===== src/rtl/cdb_arbiter_pkg.sv =====
// Shared types and constants for the common-data-bus arbiter.
package cdb_arbiter_pkg;

    localparam int XLEN          = 32;
    localparam int TAG_W         = 6;
    localparam int N_REQ_DEFAULT = 3;

    localparam int ARB_MULT = 0;
    localparam int ARB_ALU  = 1;
    localparam int ARB_LOAD = 2;

    typedef logic [TAG_W-1:0] phys_reg_tag_t;

    typedef struct packed {
        phys_reg_tag_t   tag;
        logic [XLEN-1:0] data;
    } cdb_arb_entry_t;

    // Requester index visited at step 'off' of a rotation starting at 'base'.
    function automatic int rr_index(input int base, input int off, input int n);
        int idx;
        idx = base + off;
        if (idx >= n) begin
            idx = idx - n;
        end else begin
            idx = idx;
        end
        return idx;
    endfunction

endpackage


===== src/rtl/cdb_arb_fifo.sv =====
// Per-requester result FIFO; ready is derived from the registered count only.
module cdb_arb_fifo
    import cdb_arbiter_pkg::*;
#(
    parameter int DEPTH = 2
) (
    input  logic           clk_i,
    input  logic           rst_ni,
    input  logic           flush_i,
    input  logic           push_i,
    input  cdb_arb_entry_t push_entry_i,
    input  logic           pop_i,
    output logic           ready_o,
    output logic           nonempty_o,
    output cdb_arb_entry_t head_o
);

    localparam int PTR_W = $clog2(DEPTH);
    localparam int CNT_W = PTR_W + 1;

    cdb_arb_entry_t   mem_q [DEPTH];
    logic [PTR_W-1:0] wr_ptr_q, wr_ptr_d;
    logic [PTR_W-1:0] rd_ptr_q, rd_ptr_d;
    logic [CNT_W-1:0] count_q, count_d;
    logic             push_s;
    logic             pop_s;

    assign ready_o    = (count_q < CNT_W'(DEPTH));
    assign nonempty_o = (count_q != {CNT_W{1'b0}});
    assign head_o     = mem_q[rd_ptr_q];
    assign push_s     = push_i & ready_o & ~flush_i;
    assign pop_s      = pop_i & nonempty_o & ~flush_i;

    // Pointer and occupancy next-state; flush empties the FIFO.
    always_comb begin
        wr_ptr_d = wr_ptr_q;
        rd_ptr_d = rd_ptr_q;
        count_d  = count_q;
        if (flush_i) begin
            wr_ptr_d = {PTR_W{1'b0}};
            rd_ptr_d = {PTR_W{1'b0}};
            count_d  = {CNT_W{1'b0}};
        end else begin
            if (push_s) begin
                wr_ptr_d = wr_ptr_q + PTR_W'(1);
            end else begin
                wr_ptr_d = wr_ptr_q;
            end
            if (pop_s) begin
                rd_ptr_d = rd_ptr_q + PTR_W'(1);
            end else begin
                rd_ptr_d = rd_ptr_q;
            end
            case ({push_s, pop_s})
                2'b10:   count_d = count_q + CNT_W'(1);
                2'b01:   count_d = count_q - CNT_W'(1);
                default: count_d = count_q;
            endcase
        end
    end

    // Control state register.
    always_ff @(posedge clk_i or negedge rst_ni) begin
        if (!rst_ni) begin
            wr_ptr_q <= {PTR_W{1'b0}};
            rd_ptr_q <= {PTR_W{1'b0}};
            count_q  <= {CNT_W{1'b0}};
        end else begin
            wr_ptr_q <= wr_ptr_d;
            rd_ptr_q <= rd_ptr_d;
            count_q  <= count_d;
        end
    end

    // Entry storage; validity is tracked by count_q so no reset is needed.
    always_ff @(posedge clk_i) begin
        if (push_s) begin
            mem_q[wr_ptr_q] <= push_entry_i;
        end
    end

endmodule


===== src/rtl/cdb_arbiter.sv =====
// CDB arbiter: per-requester FIFOs feeding one broadcast bus.
// Define CDB_ARB_ROUND_ROBIN_EN for round-robin arbitration; default is fixed priority.
module cdb_arbiter
    import cdb_arbiter_pkg::*;
#(
    parameter int N_REQ     = N_REQ_DEFAULT,
    parameter int BUF_DEPTH = 2
) (
    input  logic                        clk_i,
    input  logic                        rst_ni,
    input  logic [N_REQ-1:0]            req_valid_i,
    input  logic [N_REQ-1:0][TAG_W-1:0] req_tag_i,
    input  logic [N_REQ-1:0][XLEN-1:0]  req_data_i,
    output logic [N_REQ-1:0]            req_ready_o,
    input  logic                        flush_i,
    output logic                        cdb_valid_o,
    output logic [TAG_W-1:0]            cdb_tag_o,
    output logic [XLEN-1:0]             cdb_data_o,
    output logic                        cdb_T_used_o,
    output logic [N_REQ-1:0]            grant_o,
    output logic                        cdb_stall_o
);

    logic [N_REQ-1:0] ready_s;
    logic [N_REQ-1:0] nonempty_s;
    logic [N_REQ-1:0] grant_s;
    cdb_arb_entry_t   push_entry_s [N_REQ];
    cdb_arb_entry_t   head_s       [N_REQ];
    cdb_arb_entry_t   sel_s;
    logic             cdb_valid_s;
    logic             found_s;

    for (genvar g = 0; g < N_REQ; g++) begin : g_fifo
        assign push_entry_s[g] = '{tag: req_tag_i[g], data: req_data_i[g]};

        cdb_arb_fifo #(
            .DEPTH (BUF_DEPTH)
        ) u_fifo (
            .clk_i        (clk_i),
            .rst_ni       (rst_ni),
            .flush_i      (flush_i),
            .push_i       (req_valid_i[g]),
            .push_entry_i (push_entry_s[g]),
            .pop_i        (grant_s[g]),
            .ready_o      (ready_s[g]),
            .nonempty_o   (nonempty_s[g]),
            .head_o       (head_s[g])
        );
    end

`ifdef CDB_ARB_ROUND_ROBIN_EN
    localparam int RR_W = (N_REQ > 1) ? $clog2(N_REQ) : 1;

    logic [RR_W-1:0] rr_ptr_q, rr_ptr_d;
    logic [RR_W-1:0] win_idx_s;

    // Round-robin pick: first non-empty head at or after rr_ptr_q.
    always_comb begin
        grant_s   = {N_REQ{1'b0}};
        win_idx_s = {RR_W{1'b0}};
        found_s   = 1'b0;
        for (int off = 0; off < N_REQ; off++) begin
            for (int i = 0; i < N_REQ; i++) begin
                if (!found_s && !flush_i && nonempty_s[i] &&
                    (i == rr_index(int'(rr_ptr_q), off, N_REQ))) begin
                    grant_s[i] = 1'b1;
                    win_idx_s  = RR_W'(i);
                    found_s    = 1'b1;
                end else begin
                    found_s = found_s;
                end
            end
        end
    end

    // Pointer advances past the winner only on an actual broadcast.
    always_comb begin
        rr_ptr_d = rr_ptr_q;
        if (cdb_valid_s) begin
            rr_ptr_d = (win_idx_s == RR_W'(N_REQ - 1)) ? {RR_W{1'b0}} : win_idx_s + RR_W'(1);
        end else begin
            rr_ptr_d = rr_ptr_q;
        end
    end

    // Round-robin pointer register.
    always_ff @(posedge clk_i or negedge rst_ni) begin
        if (!rst_ni) begin
            rr_ptr_q <= {RR_W{1'b0}};
        end else begin
            rr_ptr_q <= rr_ptr_d;
        end
    end
`else
    // Fixed priority pick: lowest non-empty index wins.
    always_comb begin
        grant_s = {N_REQ{1'b0}};
        found_s = 1'b0;
        for (int i = 0; i < N_REQ; i++) begin
            if (!found_s && !flush_i && nonempty_s[i]) begin
                grant_s[i] = 1'b1;
                found_s    = 1'b1;
            end else begin
                found_s = found_s;
            end
        end
    end
`endif

    // Broadcast mux from the granted head.
    always_comb begin
        sel_s = '{tag: {TAG_W{1'b0}}, data: {XLEN{1'b0}}};
        for (int i = 0; i < N_REQ; i++) begin
            if (grant_s[i]) begin
                sel_s = head_s[i];
            end else begin
                sel_s = sel_s;
            end
        end
    end

    assign cdb_valid_s  = |grant_s;
    assign cdb_valid_o  = cdb_valid_s;
    assign cdb_tag_o    = sel_s.tag;
    assign cdb_data_o   = sel_s.data;
    assign cdb_T_used_o = cdb_valid_s & (sel_s.tag != {TAG_W{1'b0}});
    assign grant_o      = grant_s;
    assign req_ready_o  = ready_s;
    assign cdb_stall_o  = ~&ready_s;

endmodule

===== config.mk =====
export PLATFORM = sky130hd
export DESIGN_NAME = cdb_arbiter
export DESIGN_NICKNAME = d
export VERILOG_FILES = /design/src/rtl/cdb_arbiter_pkg.sv /design/src/rtl/cdb_arb_fifo.sv /design/src/rtl/cdb_arbiter.sv
export SDC_FILE = /design/constraint.sdc
export NUM_CORES = 1
export LEC_CHECK = 0
export BUFFER_PORTS_ARGS = -buffer_cell sky130_fd_sc_hd__buf_2
export CORE_MARGIN = 4
export CORE_UTILIZATION = 56
export CTS_BUF_LIST = sky130_fd_sc_hd__clkbuf_8 sky130_fd_sc_hd__clkbuf_16
export DETAILED_ROUTE_END_ITERATION = 10
export PLACE_DENSITY_LB_ADDON = 0.3
export SLEW_MARGIN = 20
export SYNTH_ARGS = -nofsm -noshare
export SYNTH_HDL_FRONTEND = slang
export SYNTH_SLANG_ARGS = --single-unit

===== constraint.sdc =====
create_clock -name clk_i -period 7.1 [get_ports clk_i]
set_input_delay 2.13 -clock clk_i [delete_from_list [all_inputs] [get_ports clk_i]]
set_output_delay 2.13 -clock clk_i [all_outputs]
set_load 0.05 [all_outputs]

==> run summary, run 1 <==
Status: completed
Worst hold-check path type: reg2reg
Worst Setup Path Type: in2out
VDD IR max: 0.2138 mV
CP required: 4970 ps
Commonest non-fill, non-tap cells in the layout: 228 x edfxtp_1, 166 x buf_2, 77 x mux2i_1
Die extent in y: 137.7 um
Largest net degree at the start of global routing: 40
Commonest non-fill, non-tap cell in the layout: edfxtp_1
Clock Path Buffers: 3
DP Area: 10520 um2
Post-synth top flop: edfxtp_1
Routed met1 length: 8.193 mm
Initial antenna violation count: 5
Period Utilization, post-route: 0.9244
Cell area after synthesis: 9422 um2
Uppermost layer routed: met5
Buf/Inv on CP: 2
Die W: 137.7 um
Seq/Total Area, Yosys: 0.7586
Yosys reg bits: 240
Tightest Pin Transition: 1129 ps
Max Transition Viols Final: 0
Crit path max-delay family: simple AND/OR/NAND/NOR gates
Final Hold Fails: 0
1st-iter DRT viols: 358
Final Power: 0.003593 W
Clk pin slew, worst setup/hold paths: 60 ps
Remaining DRCs: 0
Fillers: 1152
Skew-Pair Late Insertion Delay: 510 ps
Synth area leaders: edfxtp_1 73%, mux2i_1 8.2%, mux2_2 4.2%, dfrtp_1 3.2%, a221oi_1 2.0%
Starting density of the core: 0.5702
Vias: 5415
CTS tree: done
DP HPWL: 13.54 mm
PD cells: 316.8 nW/um2
Synthesis-to-layout area growth: 20.37%
Post-route antenna net violation count: 0
Number of flops mapped to enable cells by yosys: 228
# hold bufs at CTS: 0
FP Rows: 47
Final setup fails: 0
F_max: 152.4 MHz
Drt wl/cell: 21.79 um
GRT Residual Overflow: 0
Clock tree root buffer cell: clkbuf_16
Max incr delay on CP: 530 ps
Cell taking the most area after synthesis: edfxtp_1
Syn Area/Cell: 17.54 um2
Slew Limit Headroom: 0.2473
Cells after Synth: 537
Total Routing Usage GR: 0.2174
Number of buffers created by CTS: 25
Crit start category: primary input
Min Hold Slack: 588.1 ps
PortBufs: 166
Ys async rst share: 0.05000
WL met3: 1.431 mm
CP cell instances: buf_2 -> or3_4 -> or3_1 -> a211oi_4 -> o311ai_1 -> or4_1 -> buf_2
Area share of the largest cell type after synthesis: 0.7267
Post_cts resized: 0
Top Ports: 167
RSZ-0062 raised after global routing: no
Register area: 7151 um2
Dpl ws: 538.1 ps
Final WL: 20.72 mm
PnR worst setup slack: 536.4 ps
Max Cap Viol: 0
P_leak: 4.114 nW
Final Wtd Congestion: 0.8077
Die area: 18960 um2
Vias in the first global route: 5631
Drt first pass iters: 4
Multi-input logic area: 2100 um2
Clk sinks: 240
Slowest CP cell: or3_1
Setup repair bufs after CTS: 0
Clk_skew: 11.70 ps
Min cycle time layout: 6564 ps
Final Net Count: 831
First-pass GRT wire length: 30.79 mm
Critical path capture point type: primary output
Crit path max fanout: 21
Synth warnings: 0
WP data arrival: 4430 ps
Design Area, Final: 11340 um2
Most used cell, CP: buf_2
Yosys cell types: 38
Synthesized Nets: 657
Share of cells above drive strength 1: 0.3723
Core Area: 16520 um2
Met2 WL: 10.59 mm
Max H-tree Level: 1
Final TNS setup: 0 ps
Vias per std cell: 5.694
-- power breakdown --
group          switching, W  leakage, nW  internal (W)
combinational      0.000418         1.45      0.000201
clock              0.000497        0.420      0.000782
sequential        0.0000601         2.25       0.00164
-- state kept, by name, indices dropped and copies added, names as in the netlist --
signal                  flops
g_fifo.u_fifo.count_q       6
g_fifo.u_fifo.wr_ptr_q      3
g_fifo.u_fifo.mem_q       228
g_fifo.u_fifo.rd_ptr_q      3
-- per-layer routing --
layer / vias up / GRT usage
li1: 2477 / -
met4: 8 / 0.06586
met3: 43 / 0.04492
met5: - / 0
met2: 194 / 0.3688
met1: 2693 / 0.2852
-- synth_stat cells, types with 3 or more instances --
cell type and number:
nand3_1 3, nand2_1 16, buf_2 7, clkbuf_1 14, buf_4 6, a221oi_1 21, o21ai_0 3, buf_6 3
inv_1 8, nor3_1 4, xor2_1 4, o221ai_1 14, xnor2_1 3, nor2_1 21, mux2_2 35, buf_1 6
dfrtp_1 12, mux2i_1 77, a21oi_1 28, edfxtp_1 228
-- worst register-to-register path: cells and delay by family (launching register included) --
family	cells	cell delay [ps]
AO/OA/AOI/OAI	1	120
buffers and inverters	2	450
flip-flops	1	510
AND/OR/NAND/NOR	4	1130
-- path summary, 6_finish.rpt --
kind                                                    startpoint                                       to  slack [ps]  depth (start not counted)
min in group asynchronous                                   rst_ni    g_fifo[1].u_fifo.rd_ptr_q$_DFFE_PN0P_        1490                          1
max in group asynchronous                                   rst_ni    g_fifo[2].u_fifo.rd_ptr_q$_DFFE_PN0P_        5360                          1
min                          g_fifo[2].u_fifo.wr_ptr_q$_DFFE_PN0P_    g_fifo[2].u_fifo.wr_ptr_q$_DFFE_PN0P_         590                          2
max reg2reg                g_fifo[0].u_fifo.count_q[1]$_DFFE_PN0P_  g_fifo[2].u_fifo.count_q[1]$_DFFE_PN0P_        4750                          7
max                                                        flush_i                             cdb_T_used_o         540                          7
min reg2reg                  g_fifo[2].u_fifo.wr_ptr_q$_DFFE_PN0P_    g_fifo[2].u_fifo.wr_ptr_q$_DFFE_PN0P_         590                          2
-- logic make-up (layout without fill, tap and decap cells) --
group,Yosys count,in the layout,synth area share
and+or+nand+nor,58,58,0.02975
other,0,3,0
AOI/OAI and AO/OA,75,75,0.05777
xor gates and xnor gates,7,7,0.006507
DFF,240,240,0.7586
buffers and inverters,45,236,0.02377
muxes,112,112,0.1236
-- area by class of cell --
class | instances | area share
diodes | 3 | 0.0006620
clock buffers | 25 | 0.05516
clock inverters | 19 | 0.01666
inverters | 9 | 0.003089
multi-input cells | 252 | 0.1851
flip-flops and latches | 240 | 0.6305
well taps | 220 | 0.02427
repair buffers | 183 | 0.08451
-- stage by stage --
| step | std cells | utilization |
|---|---|---|
| after floorplan | 537 | - |
| after global placement | 904 | 0.6366 |
| after detailed placement | 904 | 0.6366 |
| after CTS | 948 | 0.6858 |
| after global routing | 949 | 0.6860 |
| final | 951 | 0.6863 |
Power figures use the tool's default switching activity.
==> run 2, diff against run 1 <==
- ABC_AREA: not set -> 1
==> run 2 against run 1 <==
Effect of this change:
- total power grew 20%
- design area grew 1.5%
- synthesized area grew 2.1%
- synthesized cell count grew 42%
- largest cell class unchanged
- largest power group unchanged
==> run summary, run 2 <==
Synthesized Nets: 885 (+35%)
Final WL: 22.66 mm (+9.3%)
VDD IR max: 0.3255 mV (+52%)
Slew Limit Headroom: 0.3240 (+0.07669)
Max Cap Viol: 0 (unchanged)
P_leak: 4.540 nW (+10%)
Yosys cell types: 33 (-13%)
Max H-tree Level: 1 (unchanged)
Vias per std cell: 5.473 (-3.9%)
Gr busiest metal: met2
Synth Area in Adders: 0 (unchanged)
First-pass GRT wire length: 34.78 mm (+13%)
Final TNS setup: 0 ps (unchanged)
Clock power frac: 0.306 (-0.050)
RSZ-0062 raised after global routing: no
Area share of the largest cell type after synthesis: 0.7119 (-0.01475)
Post-route antenna net violation count: 0 (unchanged)
Complex-gate fraction of the synthesized area: 0.06440 (+0.006634)
Seq pwr share: 0.417 (-0.055)
Commonest non-fill, non-tap cell in the layout: nand2_1
Die area: 19330 um2 (+1.9%)
# hold bufs at CTS: 0 (unchanged)
Share of cells above drive strength 1: 0.2698 (-0.1025)
Final Net Count: 1051 (+26%)
Met3 Resource Use GR: 0.04345 (-0.001475)
Count leader, synth: nand2_1
Skew-Pair Late Insertion Delay: 510 ps (about the same)
CTS tree: done
Simple logic cell fraction of the synthesized area: 0.1457 (+0.1160)
Post_cts resized: 0 (unchanged)
Status: completed
Multi-input logic area: 2207 um2 (+5.1%)
Critical path capture point type: primary output
Cell taking the most area after synthesis: edfxtp_1
Clock tree root buffer cell: clkbuf_16
Seq/Total Area, Yosys: 0.7432 (-0.01540)
Final std cells w/o fill: 1171 (+23%)
Dpl cells: 1125 (+24%)
Remaining DRCs: 0 (unchanged)
Vias: 6409 (+18%)
Core Area: 16700 um2 (+1.1%)
Starting density of the core: 0.5758 (+0.005664)
Fillers: 1223 (+6.2%)
Final Power: 0.004296 W (+20%)
Syn Area/Cell: 12.57 um2 (-28%)
Die W: 139.0 um (+0.97%)
CP required: 4970 ps (about the same)
Post-synthesis xor/xnor area fraction: 0.0009107 (-0.005597)
Number of flops mapped to enable cells by yosys: 228 (unchanged)
Worst Setup Path Type: in2out
Largest net degree at the start of global routing: 43 (+7.5%)
FP Rows: 47 (unchanged)
Clk pin slew, worst setup/hold paths: 60 ps (about the same)
Commonest non-fill, non-tap cells in the layout: 249 x nand2_1, 228 x edfxtp_1, 166 x buf_2
Setup repair bufs after CTS: 0 (unchanged)
Number of buffers created by CTS: 24 (-4.0%)
1st-iter DRT viols: 469 (+31%)
PortBufs: 166 (unchanged)
Worst hold-check path type: reg2reg
Yosys reg bits: 240 (unchanged)
Synth cell count leaders: 249 x nand2_1, 228 x edfxtp_1, 60 x a21oi_1
Die extent in y: 139.0 um (+0.97%)
Max Transition Viols Final: 0 (unchanged)
GRT Residual Overflow: 0 (unchanged)
Psw: 0.001513 W (+55%)
Vias in the first global route: 6432 (+14%)
Cell area after synthesis: 9617 um2 (+2.1%)
Largest family of logic cells by synthesized area: simple AND/OR/NAND/NOR gates
Register area: 7151 um2 (unchanged)
Total Routing Usage GR: 0.2307 (+0.01329)
PD cells: 373.3 nW/um2 (+18%)
Crit start category: primary input
Ys async rst share: 0.05000 (unchanged)
Final setup fails: 0 (unchanged)
Drt wl/cell: 19.35 um (-11%)
Final Util: 0.6889 (+0.002639)
Min cycle time layout: 6203 ps (-361.0 ps)
Initial antenna violation count: 2 (-3)
Final Wtd Congestion: 0.8459 (+4.7%)
Drt first pass iters: 5 (+1)
Clk_skew: 7.730 ps (-3.972 ps)
Final Hold Fails: 0 (unchanged)
Clock Path Buffers: 3 (unchanged)
Clk sinks: 240 (unchanged)
Top Ports: 167 (unchanged)
Most flop-heavy register: g_fifo.u_fifo.mem_q
DP HPWL: 14.20 mm (+4.9%)
Post-synth top flop: edfxtp_1
Combinational power share: 0.277 (+0.105)
Mux cell area share after synthesis: 0.01353 (-0.1101)
Synthesis-to-layout area growth: 19.65%
Biggest regs: g_fifo.u_fifo.mem_q (228), g_fifo.u_fifo.count_q (6)
WP data arrival: 4070 ps (-360 ps)
Met2 usage: 0.3930 (+0.02423)
F_max: 161.2 MHz (+5.8%)
Crit path max fanout: 24 (+14%)
Met1 Use GR: 0.3122 (+0.02700)
Cells after Synth: 765 (+42%)
Synth warnings: 0 (unchanged)
Synth area leaders: edfxtp_1 71%, nand2_1 9.7%, a21oi_1 3.1%, dfrtp_1 3.1%, o21ai_0 1.5%
Number of flip-flops in the largest register: 228 (unchanged)
Period Utilization, post-route: 0.8736 (-0.05085)
Tightest Pin Transition: 1014 ps (-115.0 ps)
Power Internal: 0.002783 W (+6.3%)
Sw frac: 0.3522 (+0.08078)
## run 2: cell types whose count changed after synthesis, moves of 21 or more
cell	change
nand2_1	+233
mux2i_1	-64
mux2_2	-35
a21oi_1	+32
o21ai_0	+25
a221oi_1	-21
## run 2: path summary, 6_finish.rpt
path,slack [ps],to,cells after the start,from
min,520,g_fifo[1].u_fifo.count_q[0]$_DFFE_PN0P_,2,g_fifo[1].u_fifo.count_q[0]$_DFFE_PN0P_
max in group asynchronous,5330,g_fifo[1].u_fifo.rd_ptr_q$_DFFE_PN0P_,1,rst_ni
min in group asynchronous,1510,g_fifo[0].u_fifo.count_q[1]$_DFFE_PN0P_,1,rst_ni
min reg2reg,520,g_fifo[1].u_fifo.count_q[0]$_DFFE_PN0P_,2,g_fifo[1].u_fifo.count_q[0]$_DFFE_PN0P_
max reg2reg,4960,g_fifo[2].u_fifo.mem_q[1][16]$_DFFE_PP_,4,g_fifo[2].u_fifo.count_q[1]$_DFFE_PN0P_
max,900,cdb_T_used_o,11,flush_i
## run 2: critical path: stages
cell and delay (ps):
buf_2 130, inv_1 60, buf_4 190, nand3_2 480
buf_4 420, nor2_1 130, nor2_1 60, nand2_1 110
nor2_1 50, nand3_1 50, buf_2 260
## run 2: cell families after synthesis
logic type                count (synthesis)
and+or+nand+nor                         337
buffers and inverters                    63
xor gates and xnor gates                  1
DFF                                     240
AOI/OAI and AO/OA                       111
muxes                                    13
## run 2: cell type report
| cell class | count | share of cell area |
|---|---|---|
| diodes | 2 | 0.0004350 |
| clock buffers | 25 | 0.05437 |
| clock inverters | 19 | 0.01881 |
| inverters | 22 | 0.007177 |
| multi-input cells | 462 | 0.1918 |
| flip-flops and latches | 240 | 0.6215 |
| well taps | 220 | 0.02392 |
| repair buffers | 181 | 0.08199 |
## run 2: power by group through the flow
stage / registers, W / clock network (W) / logic [W]
final: 0.00179 / 0.00131 / 0.00119
after global routing: 0.00180 / 0.00141 / 0.00128
after CTS: 0.00179 / 0.00133 / 0.00119
after detailed placement: 0.00182 / 0 / 0.00119
after global placement: 0.00182 / 0 / 0.00117
after floorplan: 0.00173 / 0 / 0.000939
## run 2: per-stage QoR
stage	setup WS, ps	instance area, um2	hold slack (ps)
after floorplan	1220	9617	459.0
after global placement	941.5	10660	496.4
after detailed placement	907.6	10660	494.5
after CTS	868.1	11500	513.8
after global routing	724.9	11500	550.9
final	897.4	11510	524.2
## run 2: per-layer routing
metal | wire, um | share of wire
met5 | 13 | 0.00057
met4 | 320 | 0.014
met3 | 1712 | 0.076
met2 | 11300 | 0.50
met1 | 9312 | 0.41
==> run 3, diff against run 2 <==
- CORE_UTILIZATION: 56 -> 57
- SYNTH_HIERARCHICAL: not set -> 1
==> run 3 against run 2 <==
Effect of this change:
- setup slack better by 100 ps
- die area grew 5.3%
- sequential cell count stayed put
- hold slack improved by 3.9 ps
- clock skew about the same
- clock power is 8% lower
- final cell count is 13% higher
- sequential power is 7% lower
- clock-buffer cell count did not move
- combinational power down 35%
- critical endpoint is now cdb_data_o[0]
- highest routed layer unchanged
==> run summary, run 3 <==
Clk sinks: 240 (unchanged)
Area share of the largest cell type after synthesis: 0.6619 (-0.05003)
Power Internal: 0.002527 W (-9.2%)
Yosys cell types: 29 (-12%)
WP data arrival: 3970 ps (-100 ps)
Worst hold-check path type: reg2reg
Final WL: 23.42 mm (+3.3%)
Die extent in y: 142.7 um (+2.6%)
Top Ports: 167 (unchanged)
PD cells: 298.9 nW/um2 (-20%)
Dpl ws: 1059 ps (+151.3 ps)
CTS tree: done
Seq/Total Area, Yosys: 0.6909 (-0.05223)
Buf/Inv on CP: 3 (-2)
Status: completed
CP required: 4970 ps (about the same)
Commonest non-fill, non-tap cells in the layout: 465 x nand2_1, 228 x edfxtp_1, 166 x buf_2
PortBufs: 166 (unchanged)
Final setup fails: 0 (unchanged)
P_leak: 5.482 nW (+21%)
GRT Residual Overflow: 0 (unchanged)
Synthesis-to-layout area growth: 17.56%
Yosys reg bits: 240 (unchanged)
CP cell instances: buf_2 -> nor2_2 -> nand2_2 -> inv_2 -> nand2_1 -> nand3_1 -> buf_2
Psw: 0.001107 W (-27%)
Post_cts resized: 0 (unchanged)
Number of flip-flops in the largest register: 228 (unchanged)
Syn Area/Cell: 11.42 um2 (-9.2%)
VDD IR max: 0.2247 mV (-31%)
Period Utilization, post-route: 0.8593 (-0.01434)
Max Cap Viol: 0 (unchanged)
Synthesized Nets: 1026 (+16%)
Vias in the first global route: 6782 (+5.4%)
Max H-tree Level: 1 (unchanged)
Final TNS setup: 0 ps (unchanged)
Most flop-heavy register: g_fifo.u_fifo/mem_q
1st-iter DRT viols: 562 (+20%)
FP Rows: 48 (+2.1%)
Die area: 20370 um2 (+5.3%)
Crit path max fanout: 36 (+50%)
Max Transition Viols Final: 0 (unchanged)
Worst Setup Path Type: in2out
Commonest non-fill, non-tap cell in the layout: nand2_1
Total Routing Usage GR: 0.2290 (-0.001753)
Final Wtd Congestion: 0.7920 (-6.4%)
Die W: 142.7 um (+2.6%)
Max incr delay on CP: 600 ps (+120 ps)
Cell area after synthesis: 10340 um2 (+7.6%)
Seq pwr share: 0.457 (+0.040)
First-pass GRT wire length: 35.53 mm (+2.2%)
PnR worst setup slack: 999.3 ps (+101.8 ps)
Vias: 6904 (+7.7%)
Dpl cells: 1273 (+13%)
Clock tree root buffer cell: clkbuf_16
Vias per std cell: 5.230 (-4.4%)
Crit start category: primary input
Drt first pass iters: 7 (+2)
Crit path max-delay family: buffers and inverters
Final Net Count: 1196 (+14%)
Clk pin slew, worst setup/hold paths: 60 ps (about the same)
Sw frac: 0.3047 (-0.04753)
Number of flops mapped to enable cells by yosys: 228 (unchanged)
Min cycle time layout: 6101 ps (-101.8 ps)
Biggest regs: g_fifo.u_fifo/mem_q (228), g_fifo.u_fifo/count_q (6)
Cell taking the most area after synthesis: edfxtp_1
Largest net degree at the start of global routing: 41 (-4.7%)
Count leader, synth: nand2_1
F_max: 163.9 MHz (+1.7%)
Synth area leaders: edfxtp_1 66%, nand2_1 17%, nand2_4 4.0%, dfrtp_1 2.9%, nand3_2 2.8%
Cells after Synth: 906 (+18%)
Final Hold Fails: 0 (unchanged)
Slew Limit Headroom: 0.4124 (+0.08846)
Drt wl/cell: 17.74 um (-8.3%)
Synth cell count leaders: 465 x nand2_1, 228 x edfxtp_1, 37 x nand2_4
Synth warnings: 6 (+6)
Post-route antenna net violation count: 0 (unchanged)
Critical path capture point type: primary output
Slowest CP cell: inv_2
Remaining DRCs: 0 (unchanged)
DP HPWL: 15.49 mm (+9.1%)
Initial antenna violation count: 6 (+4)
# hold bufs at CTS: 0 (unchanged)
Clk_skew: 7.380 ps (-0.3500 ps)
Final std cells w/o fill: 1320 (+13%)
Setup repair bufs after CTS: 0 (unchanged)
Core Area: 17540 um2 (+5.0%)
Share of cells above drive strength 1: 0.2870 (+0.01726)
Clock Path Buffers: 3 (unchanged)
Combinational power share: 0.213 (-0.064)
Starting density of the core: 0.5898 (+0.01401)
RSZ-0062 raised after global routing: no
Tightest Pin Transition: 880.4 ps (-133.7 ps)
Clock power frac: 0.330 (+0.024)
Most used cell, CP: buf_2
Skew-Pair Late Insertion Delay: 500 ps (about the same)
Ys async rst share: 0.05000 (unchanged)
Number of buffers created by CTS: 24 (unchanged)
Post-synth top flop: edfxtp_1
-- run 3: cell types whose count changed after synthesis, moves of 12 or more --
cell,delta
or2_2,-19
nand2_1,+216
o21ai_0,-25
mux2i_1,-13
nand2_4,+37
a21oi_1,-55
nor2_1,-12
nor3_1,-17
nand3_2,+29
-- run 3: worst register-to-register path, stage by stage (launching register included) --
cell and delay, ps:
dfrtp_1 410, inv_2 150, nand2_2 170, nor2_2 290, nand2_2 100, inv_2 600, inv_1 90, nor2_1 130
nand2_1 90, a21oi_2 150, nand2_1 60, nand2_1 60
-- run 3: stage by stage --
stage	util	total power, W	hold WS (ps)	area, um2
after floorplan	-	0.002265	480.4	10340
final	0.6934	0.003635	528.1	12160
after global routing	0.6934	0.003785	586.0	12160
after detailed placement	0.6480	0.002466	523.0	11360
after CTS	0.6910	0.003664	536.5	12120
after global placement	0.6480	0.002450	513.3	11360
-- run 3: cell type report --
| class | count | area (um2) |
|---|---|---|
| Clock inverter | 19 | 128.9 |
| Antenna cell | 1 | 2.502 |
| Multi-Input combinational cell | 599 | 2899 |
| Clock buffer | 25 | 625.6 |
| Sequential cell | 240 | 7147 |
| Inverter | 33 | 130.1 |
| Timing Repair Buffer | 178 | 945.9 |
| Fill cell | 1275 | 5376 |
| Tap cell | 225 | 281.5 |
-- run 3: cells by family after synthesis --
| family | Yosys count | synth area share |
|---|---|---|
| AND/OR/NAND/NOR | 583 | 0.2644 |
| flip-flops | 240 | 0.6909 |
| buffers and inverters | 67 | 0.03314 |
| AO/OA/AOI/OAI | 16 | 0.01149 |
-- run 3: routing by layer --
layer,vias up,routed length (um),track usage
met1,3267,9081,0.2849
met5,-,49,0
met4,10,556,0.06353
met3,45,1699,0.04722
li1,3328,-,-
met2,254,12030,0.4083
-- run 3: worst paths after layout --
check                                                         from                                       to  slack (ps)  depth (start not counted)
max in group asynchronous                                   rst_ni    g_fifo[1].u_fifo/wr_ptr_q$_DFFE_PN0P_        5360                          1
min in group asynchronous                                   rst_ni    g_fifo[2].u_fifo/wr_ptr_q$_DFFE_PN0P_        1510                          1
min reg2reg                g_fifo[2].u_fifo/count_q[0]$_DFFE_PN0P_  g_fifo[2].u_fifo/count_q[0]$_DFFE_PN0P_         530                          2
min                        g_fifo[2].u_fifo/count_q[0]$_DFFE_PN0P_  g_fifo[2].u_fifo/count_q[0]$_DFFE_PN0P_         530                          2
max                                                        flush_i                            cdb_data_o[0]        1000                          7
max reg2reg                g_fifo[0].u_fifo/count_q[1]$_DFFE_PN0P_  g_fifo[1].u_fifo/count_q[0]$_DFFE_PN0P_        4740                         11
-- run 3: power groups by stage --
stage | clock (W) | combinational [W] | sequential [W]
finish | 0.00120 | 0.000773 | 0.00166
global route | 0.00129 | 0.000831 | 0.00167
CTS | 0.00122 | 0.000776 | 0.00166
detailed placement | 0 | 0.000773 | 0.00169
global placement | 0 | 0.000761 | 0.00169
floorplan | 0 | 0.000575 | 0.00169
